**src/rtl/motor_relay_sequencer.sv**
```systemverilog
// Relay sequencer for a single-phase AC motor: dead-time interlock between directions and a timed start winding.
// Optional macro MOTOR_REV_COUNT_EN adds a saturating reversal counter output rev_count.
module motor_relay_sequencer #(
   parameter int unsigned DEAD_CYCLES  = 16,
   parameter int unsigned START_CYCLES = 64,
   parameter int unsigned CNT_W        = 8
) (
   input  logic       orgclk,
   input  logic       rst_n,
   input  logic [1:0] pulse,
   input  logic       stop,
   output logic       fwd_relay,
   output logic       rev_relay,
   output logic       start_relay,
   output logic       busy,
   output logic [1:0] dir,
`ifdef MOTOR_REV_COUNT_EN
   output logic [7:0] rev_count,
`endif
   output logic       fault
);

   localparam int unsigned DIR_W = 2;

   typedef enum logic [1:0] {
      ST_IDLE  = 2'd0,
      ST_DEAD  = 2'd1,
      ST_START = 2'd2,
      ST_RUN   = 2'd3
   } state_e;

   state_e             state_q, state_d;
   logic [CNT_W-1:0]   cnt_q, cnt_d;
   logic [DIR_W-1:0]   target_q, target_d;
   logic               fault_q, fault_d;
   logic               fwd_q, fwd_d;
   logic               rev_q, rev_d;
   logic               start_q, start_d;
   logic               busy_q, busy_d;
   logic [DIR_W-1:0]   dir_q, dir_d;
   logic               req_valid;
   logic               energised_d;

   assign req_valid = (pulse == 2'b01) || (pulse == 2'b10);

   // Next state, counter, target and fault; first matching rule wins.
   always_comb begin
      state_d  = state_q;
      cnt_d    = cnt_q;
      target_d = target_q;
      fault_d  = fault_q;
      if (stop || (pulse == 2'b11)) begin
         state_d = ST_IDLE;
         cnt_d   = '0;
         fault_d = (pulse == 2'b11);
      end else begin
         unique case (state_q)
            ST_IDLE: begin
               if (req_valid) begin
                  target_d = pulse;
                  state_d  = ST_DEAD;
                  cnt_d    = '0;
               end
            end
            ST_DEAD: begin
               if (cnt_q == CNT_W'(DEAD_CYCLES - 1)) begin
                  state_d = ST_START;
                  cnt_d   = '0;
               end else begin
                  cnt_d = cnt_q + CNT_W'(1);
                  // A late request retargets without extending the dead time.
                  if (req_valid) target_d = pulse;
               end
            end
            ST_START: begin
               if (cnt_q == CNT_W'(START_CYCLES - 1)) begin
                  state_d = ST_RUN;
                  cnt_d   = '0;
               end else if (req_valid && (pulse != target_q)) begin
                  target_d = pulse;
                  state_d  = ST_DEAD;
                  cnt_d    = '0;
               end else begin
                  cnt_d = cnt_q + CNT_W'(1);
               end
            end
            ST_RUN: begin
               if (req_valid && (pulse != target_q)) begin
                  target_d = pulse;
                  state_d  = ST_DEAD;
                  cnt_d    = '0;
               end
            end
            default: state_d = ST_IDLE;
         endcase
      end
   end

   // Outputs decoded from the next state so they move on the same edge as the state.
   always_comb begin
      energised_d = (state_d == ST_START) || (state_d == ST_RUN);
      fwd_d       = energised_d && (target_d == 2'b01);
      rev_d       = energised_d && (target_d == 2'b10);
      start_d     = (state_d == ST_START);
      busy_d      = (state_d == ST_DEAD) || (state_d == ST_START);
      dir_d       = energised_d ? target_d : 2'b00;
   end

   always_ff @(posedge orgclk) begin
      if (!rst_n) begin
         state_q  <= ST_IDLE;
         cnt_q    <= '0;
         target_q <= '0;
         fault_q  <= 1'b0;
         fwd_q    <= 1'b0;
         rev_q    <= 1'b0;
         start_q  <= 1'b0;
         busy_q   <= 1'b0;
         dir_q    <= '0;
      end else begin
         state_q  <= state_d;
         cnt_q    <= cnt_d;
         target_q <= target_d;
         fault_q  <= fault_d;
         fwd_q    <= fwd_d;
         rev_q    <= rev_d;
         start_q  <= start_d;
         busy_q   <= busy_d;
         dir_q    <= dir_d;
      end
   end

`ifdef MOTOR_REV_COUNT_EN
   logic [7:0] rev_cnt_q, rev_cnt_d;
   logic       reversal;

   // Accepted reversal: leaving an energised state back into dead time.
   always_comb begin
      reversal  = ((state_q == ST_START) || (state_q == ST_RUN)) && (state_d == ST_DEAD);
      rev_cnt_d = rev_cnt_q;
      if (reversal && (rev_cnt_q != 8'hFF)) rev_cnt_d = rev_cnt_q + 8'(1);
   end

   always_ff @(posedge orgclk) begin
      if (!rst_n) rev_cnt_q <= '0;
      else        rev_cnt_q <= rev_cnt_d;
   end

   assign rev_count = rev_cnt_q;
`endif

   assign fwd_relay   = fwd_q;
   assign rev_relay   = rev_q;
   assign start_relay = start_q;
   assign busy        = busy_q;
   assign dir         = dir_q;
   assign fault       = fault_q;

endmodule
```
**config.mk**
```make
export PLATFORM = sky130hd
export DESIGN_NAME = motor_relay_sequencer
export DESIGN_NICKNAME = d
export VERILOG_FILES = /design/src/rtl/motor_relay_sequencer.sv
export SDC_FILE = /design/constraint.sdc
export NUM_CORES = 1
export LEC_CHECK = 0
export CAP_MARGIN = 20
export CORE_MARGIN = 4
export CORE_UTILIZATION = 49
export DETAILED_ROUTE_END_ITERATION = 10
export GPL_ROUTABILITY_DRIVEN = 0
export GPL_TIMING_DRIVEN = 1
export PLACE_DENSITY = 0.73
export SYNTH_ARGS = -nofsm -noshare
export SYNTH_HDL_FRONTEND = slang
export SYNTH_SLANG_ARGS = --single-unit
```
**constraint.sdc**
```tcl
create_clock -name orgclk -period 2.76 [get_ports orgclk]
set_input_delay 0.552 -clock orgclk [delete_from_list [all_inputs] [get_ports orgclk]]
set_output_delay 0.552 -clock orgclk [all_outputs]
set_load 0.02 [all_outputs]
```
Word level (Yosys, flattened, before mapping)
Index checks and enable logic that the tools add are counted.
{"block": "word_totals", "reg_bits": 19, "in_bits": 5, "out_inout_bits": 7, "wordCells": 56}
{"block": "classes", "addsub": 1, "n_eq_ne": 16, "mux": 18, "n_bitwise": 1, "n_reduce_logical": 11}
{"operator": "8-bit 2-to-1 mux", "n": 5}
{"operator": "8-bit case mux with 4 select lines", "n": 1}
{"operator": "2-bit 2-to-1 mux", "n": 10}
{"operator": "2-bit case mux with 4 select lines", "n": 2}
{"operator": "2-bit == test, second input constant", "n": 7}
{"operator": "8-bit by 1-bit adder with 8-bit output, second input constant", "n": 1}
{"operator": "2-bit by 1-bit == test with 1-bit output, second input constant", "n": 4}
{"operator": "8-bit by 4-bit == test with 1-bit output, second input constant", "n": 1}
{"operator": "8-bit by 6-bit == test with 1-bit output, second input constant", "n": 1}
{"operator": "1-bit logical OR", "n": 4}
{"operator": "2-bit != test, second input constant", "n": 2}
{"operator": "2-bit AND reduction", "n": 2}
{"operator": "1-bit logical AND", "n": 3}
{"operator": "2-bit zero test", "n": 1}
{"operator": "2-bit != test", "n": 1}
{"operator": "2-bit OR reduction", "n": 1}
{"operator": "1-bit inverter", "n": 1}

Logic depth before layout (Yosys ltp)
Gate-level depths: netlist (run 1).
{"block": "logic_depth", "ltp_word": 10, "depth_mapped": 9, "depth_no_buf": 9}

Least setup slack after synthesis (run 1)
OpenSTA, ideal clock, no wires.
{"block": "synth_path", "path_kind": "input port to flip-flop", "from": "in pulse[0]", "to": "reg rev_q, in the netlist rev_relay", "setup_time_ps": 137, "t_arrival_ps": 2491, "t_required_ps": 2623, "path_slack_ps": 132, "cell_stages": 8, "path_buffers": 0, "cell_sequence": "ha_1 > a21boi_4 > a21o_1 > a21oi_1 > or4_1 > ha_1 > o21ai_0 > nor3b_2"}
{"block": "synth_between", "elab_chain_len": 10, "elab_cells_between_ends": 23, "cone_classes": "eq/ne: 7; mux: 11; reduce/logical: 5"}
{"element": "from (decl)", "line_no": "10", "source": "input logic [1:0] pulse,"}
{"element": "2-bit by 1-bit == test with 1-bit output / 2-bit == test (equally long branches)", "line_no": "44", "source": "assign req_valid = (pulse == 2'b01) || (pulse == 2'b10);"}
{"element": "1-bit logical OR", "line_no": "44"}
{"element": "1-bit logical AND", "line_no": "79, 88"}
{"element": "2-bit 2-to-1 mux", "line_no": "79, 88"}
{"element": "2-bit 2-to-1 mux", "line_no": "76", "source": "if (cnt_q == CNT_W'(START_CYCLES - 1)) begin"}
{"element": "2-bit case mux with 4 select lines", "line_no": "57", "source": "unique case (state_q)"}
{"element": "2-bit 2-to-1 mux *", "line_no": "52", "source": "if (stop || (pulse == 2'b11)) begin"}
{"element": "2-bit == test *"}
{"element": "named net start_d", "line_no": "38", "source": "logic start_q, start_d;"}
{"element": "1-bit logical OR *", "line_no": "101", "source": "energised_d = (state_d == ST_START) || (state_d == ST_RUN);"}
{"element": "1-bit logical AND *", "line_no": "103", "source": "rev_d = energised_d && (target_d == 2'b10);"}
{"element": "to (signal assigned)", "line_no": "126", "source": "rev_q <= rev_d;"}
{"element": "to (decl)", "line_no": "37", "source": "logic rev_q, rev_d;"}
The timed path passes the listed nets; every way through them passes the cells marked *.
A chain may end at the register's enable or synchronous reset.

Final worst setup path (run 1)
Same ends and word-level chain as after synthesis.

==> results of run 1 <==
## logic make-up (layout without fill, tap and decap cells)
group	Yosys count	count (layout)	share of synthesized area, %
flops	19	19	33.5
fa+ha+maj	8	8	8.82
xor+xnor	6	6	5.95
mux	3	3	2.87
simple gates	54	54	27.3
compound gates	24	24	19.2
buf+inv	5	27	2.31
## worst min-delay path: stages (launching register included)
cell     delay [ps]
dfxtp_1         360
nand2_1          60
a21oi_1          50
## power by group
group	switching, mW	leakage, nW	total, mW	internal [mW]
sequential	0.00348	0.154	0.282	0.278
combinational	0.0546	0.349	0.107	0.0528
clock	0.0855	0.0177	0.139	0.0539
total	0.144	0.520	0.529	0.385
## state kept, by name, summed over array words and instances (netlist names)
| register | cells |
|---|---|
| cnt_q | 8 |
| dir | 2 |
| state_q | 2 |
| target_q | 2 |
| busy | 1 |
| fault | 1 |
| fwd_relay | 1 |
| rev_relay | 1 |
| start_relay | 1 |
## synthesized netlist by cell type (3+ instances only)
cell type / count
dfxtp_1: 19
nor2_1: 15
ha_1: 8
nand2_1: 7
nor2b_1: 6
o21ai_0: 6
inv_1: 4
nor3_1: 4
xor2_1: 4
nor4_1: 3
## cell type report
type                       count  area [um2]  area share (%)
tap                           28        35.0            2.55
clock inverter                 1        5.00           0.364
sequential                    19         380            27.6
timing repair buffer          19         173            12.5
multi-input combinational     95         746            54.2
clock buffer                   3        22.5            1.64
inverter                       4        15.0            1.09
## worst max-delay path by stage
stage                           from              endpoint  cells past startpoint
3_5_place_dp                pulse[1]  rev_relay$_SDFF_PN0_                     11
3_3_place_gp                pulse[1]  fwd_relay$_SDFF_PN0_                     10
6_report                    pulse[0]  rev_relay$_SDFF_PN0_                     10
5_1_grt        state_q[1]$_SDFF_PN0_  rev_relay$_SDFF_PN0_                     10
4_1_cts                     pulse[1]  rev_relay$_SDFF_PN0_                     11
2_1_floorplan               pulse[0]  rev_relay$_SDFF_PN0_                      8
## what timing repair did
action	4_1_cts	5_1_grt
resized for setup	0	3
endpoints found under the setup margin	0	4
buffers inserted	0	0
## per-stage QoR
step                      hold WS (ps)  std cells  worst slack, ps  cell area, um2
after floorplan                    471        119              132            1130
after global placement             489        165             -122            1330
after detailed placement           505        165             -246            1330
after CTS                          521        169             63.6            1360
after global routing               542        169             63.0            1380
final                              514        169              206            1380
## routing by layer
metal  wire length [um]  vias to the layer above  GRT usage [%]
li1                   -                      478              -
met1               1030                      454           18.5
met2               1110                       14           24.5
met3                 79                        2           3.48
met4                 12                        0           6.10
met5                  0                        -              0
==> results.tsv, run 1 <==
metric	value	unit
antenna_left	0	
finalHoldViolCount	0	
synth_edf_count	0	
dieWidth	56.1	um
grt_max_degree	12	
finalSetupViolations	0	
initial_core_util	51.3	%
drc	0	
yosysTopAreaCellShare	33.5	%
cap_violations	0	
rows	17	
clock_latency	290	ps
slew_headroom	68.5	%
grt-ovfl-total	0	
cts_tree	yes	
cts.sinks	19	
htree_num_levels	1	
cpPeakStageDelay	480	ps
avgRoutedWirePerCell	13.2	um
nets	155	
hp-class	register to register	
setup_tns	0	ps
grtUsageTotal	14.9	%
synth_largest_area_cell	dfxtp_1	
required	2940	ps
dieArea	3150	um2
cpLargestDelayFamily	buffers and inverters	
total_leakage_power	0.520	nW
status	finished, final reports clean	
synth.yosys.seq_area_share	33.5	%
ios	12	
routed_wl	2230	um
most-common-layout-cells	dfxtp_1 (19), nor2_1 (15), clkdlybuf4s50_1 (10)	
fin_crit	2550	ps
path_clk_slew	110	ps
grt_pass1_vias	884	
yosys_warnings	0	
path_buf_inv	2	
critical_path_class	primary input to register	
peakVddDrop	0.000329	V
grt_pass1_wl	3810	um
ys_types	42	
holdBufCountCts	0	
cts_buffers	3	
rsz0062_at_grt	no	
total_power	0.529	mW
drv_slew	0	
postSynthCellCount	119	
synth_ff_type	dfxtp_1	
hp-start	cnt_q[0]$_SDFFE_PP0P_	
reg2reg_slack	240	ps
area_delta_synth_final	21.3	%
utilization	62.2	%
worstMarginPinSlew	469	ps
hold_path_end	cnt_q[0]$_SDFFE_PP0P_	
synthTopCellsByArea	dfxtp_1 (34%), ha_1 (8.8%), nor2_1 (5.0%)	
min_period_over_period	92.5	%
n_antenna_cell	0	
die_height	56.1	um
layout_commonest_cell	dfxtp_1	
r2r_cells	10	
drt_iter0_markers	20	
dp_hpwl	1800	um
arrival	2740	ps
port_buffers	11	
end_kind	register	
crit_slowest_cell	or4_1	
async_reset_ff_share	0	%
power_density	384	nW/um2
crit_chain	clkdlybuf4s50_1 > ha_4 > a21boi_4 > a21o_1 > a21oi_1 > or4_1 > ha_1 > o21ai_0 > buf_4 > nor3b_2	
drtPass1Iterations	4	
crit_path_start_kind	primary input	
antenna_found_initial	0	
fmax	392	MHz
syn_area_per_cell	9.54	um2
fillers	192	
via_per_inst	5.61	
ys_ff_latch	19	
r2r-start	state_q[1]$_SDFF_PN0_	
drive_gt1_share	21.3	%
root_buffer	clkbuf_4	
syn_area	1130	um2
whs_path_depth	2	
cp_max_fo	4	
finClkSkew	2.90	ps
r2r_end	rev_relay$_SDFF_PN0_	
core_area	2210	um2
clock_path_buffers	2	
synth_nets	132	
num_vias	948	
Power figures use the tool's default switching activity.
==> inputs of run 2 (changes only) <==
--- a/config.mk
+++ b/config.mk
@@ -8,6 +8,7 @@
 export CAP_MARGIN = 20
 export CORE_MARGIN = 4
 export CORE_UTILIZATION = 49
+export CTS_CLUSTER_SIZE = 40
 export DETAILED_ROUTE_END_ITERATION = 10
 export GPL_ROUTABILITY_DRIVEN = 0
 export GPL_TIMING_DRIVEN = 1
==> results of run 2 <==
Same layout as run 1: the final DEF is identical, and so are final timing and power.
==> inputs of run 3 (changes only) <==
--- a/config.mk
+++ b/config.mk
@@ -12,7 +12,7 @@
 export DETAILED_ROUTE_END_ITERATION = 10
 export GPL_ROUTABILITY_DRIVEN = 0
 export GPL_TIMING_DRIVEN = 1
-export PLACE_DENSITY = 0.73
+export PLACE_DENSITY = 0.78
 export SYNTH_ARGS = -nofsm -noshare
 export SYNTH_HDL_FRONTEND = slang
 export SYNTH_SLANG_ARGS = --single-unit
==> run 3 against run 2 <==
Global-route usage rose by 1.8 points; critical path depth did not move; core utilization did not move; sequential power barely moved; maximum frequency fell by 0.67%; die area did not move; clock-buffer cell count did not move; clock skew fell by 0.68 ps; via count did not move; clock power rose by 4%; non-clock buffer count rose by 2; critical path type unchanged; critical endpoint unchanged.
==> results.tsv, run 3 (synthesized netlist as in run 1, its figures left out) <==
metric	value	unit
drtPass1Iterations	4	
top_register	cnt_q	
htree_num_levels	1	
clock_latency	310	ps
finalHoldViolCount	0	
grt-ovfl-total	0	
r2r-start	state_q[1]$_SDFF_PN0_	
finClkSkew	2.22	ps
hold_path_end	cnt_q[0]$_SDFFE_PP0P_	
most-common-layout-cells	dfxtp_1 (19), nor2_1 (15), clkdlybuf4s50_1 (11)	
grt_pass1_wl	4250	um
busiest_layer	met2	
via_per_inst	5.54	
critical_path_class	primary input to register	
utilization	62.2	%
drv_slew	0	
hp-start	cnt_q[0]$_SDFFE_PP0P_	
r2r_cells	10	
required	2970	ps
fin_crit	2570	ps
worstMarginPinSlew	490	ps
cts_tree	yes	
initial_core_util	51.3	%
grt_pass1_vias	916	
num_vias	948	
cts.sinks	19	
ios	12	
dieWidth	56.1	um
avgRoutedWirePerCell	13.7	um
status	finished, final reports clean	
cap_violations	0	
grt_use_met2	26.5	%
rows	17	
hp-class	register to register	
whs_path_depth	2	
drt_iter0_markers	15	
grtUsageTotal	16.7	%
met3_usage	3.25	%
finalSetupViolations	0	
drive_gt1_share	21.7	%
cp_max_fo	4	
drc	0	
min_period_over_period	93.1	%
total_leakage_power	0.520	nW
clock_path_buffers	2	
area_delta_synth_final	21.3	%
layout_setup_ws	189	ps
rsz0062_at_grt	no	
layout_commonest_cell	dfxtp_1	
nets	157	
routed_wl	2340	um
fillers	193	
arrival	2780	ps
port_buffers	11	
root_buffer	clkbuf_4	
end_kind	register	
n_antenna_cell	0	
reg2reg_slack	320	ps
use_met1	22.1	%
fmax	389	MHz
cts_buffers	3	
r2r_end	rev_relay$_SDFF_PN0_	
core_area	2210	um2
antenna_found_initial	0	
largest_reg_flops	8	
peakVddDrop	0.000279	V
power_density	388	nW/um2
holdBufCountCts	0	
grt_max_degree	12	
antenna_left	0	
crit_path_start_kind	primary input	
place_ws	-114	ps
ff_latch_area	380	um2
die_height	56.1	um
slew_headroom	67.0	%
total_power	0.534	mW
multi_input_area	733	um2
dieArea	3150	um2
setup_tns	0	ps
path_clk_slew	110	ps
dp_hpwl	1870	um
==> run 3: changes by cell type in the layout (fill, tap and decap cells not counted) <==
cell,change
buf_4,+2
clkdlybuf4s50_1,+1
dlymetal6s2s_1,-1
ha_1,+1
ha_4,-1
==> run 3: where the power goes <==
group          internal [mW]  switching [mW]
combinational         0.0521          0.0545
clock                 0.0542          0.0909
sequential             0.278         0.00369
total                  0.385           0.149
==> run 3: how the worst max path moves through the flow <==
stage,from,to,slack (ps),cells after the start
CTS,pulse[1],rev_relay$_SDFF_PN0_,220,10
detailed placement,pulse[1],rev_relay$_SDFF_PN0_,-110,10
floorplan,pulse[0],rev_relay$_SDFF_PN0_,130,8
global placement,pulse[0],rev_relay$_SDFF_PN0_,-60,11
global route,pulse[1],fwd_relay$_SDFF_PN0_,90,11
finish,pulse[1],rev_relay$_SDFF_PN0_,190,10
==> run 3: worst max-delay path: stages <==
cell	delay (ps)
clkdlybuf4s50_1	430
ha_1	340
a21boi_4	200
a21o_1	120
a21oi_1	80
or4_1	470
ha_1	220
o21ai_0	160
buf_4	160
nor3b_2	40
==> run 3: area by class of cell <==
type	instances	share of cell area (%)
clock buffer	3	1.64
multi-input combinational	95	53.3
inverter	4	1.09
timing repair buffer	21	13.5
tap	28	2.55
clock inverter	1	0.364
sequential	19	27.6
==> run 3: stage by stage <==
step	instance area (um2)	hold WS [ps]	std cells
2_1_floorplan	1130	471	119
3_3_place_gp	1340	487	167
3_5_place_dp	1340	518	167
4_1_cts	1370	533	171
5_1_grt	1380	565	171
6_report	1380	526	171
==> run 3: metal layers <==
metal | wire length [um] | up-vias
li1 | - | 482
met1 | 1100 | 438
met2 | 1120 | 21
met3 | 68 | 7
met4 | 53 | 0
met5 | 0 | -
==> run 3: timing repair <==
| item | in CTS | in global routing |
|---|---|---|
| endpoints found under the setup margin | 0 | 2 |
| buffers inserted | 0 | 0 |
| resized for setup | 0 | 1 |
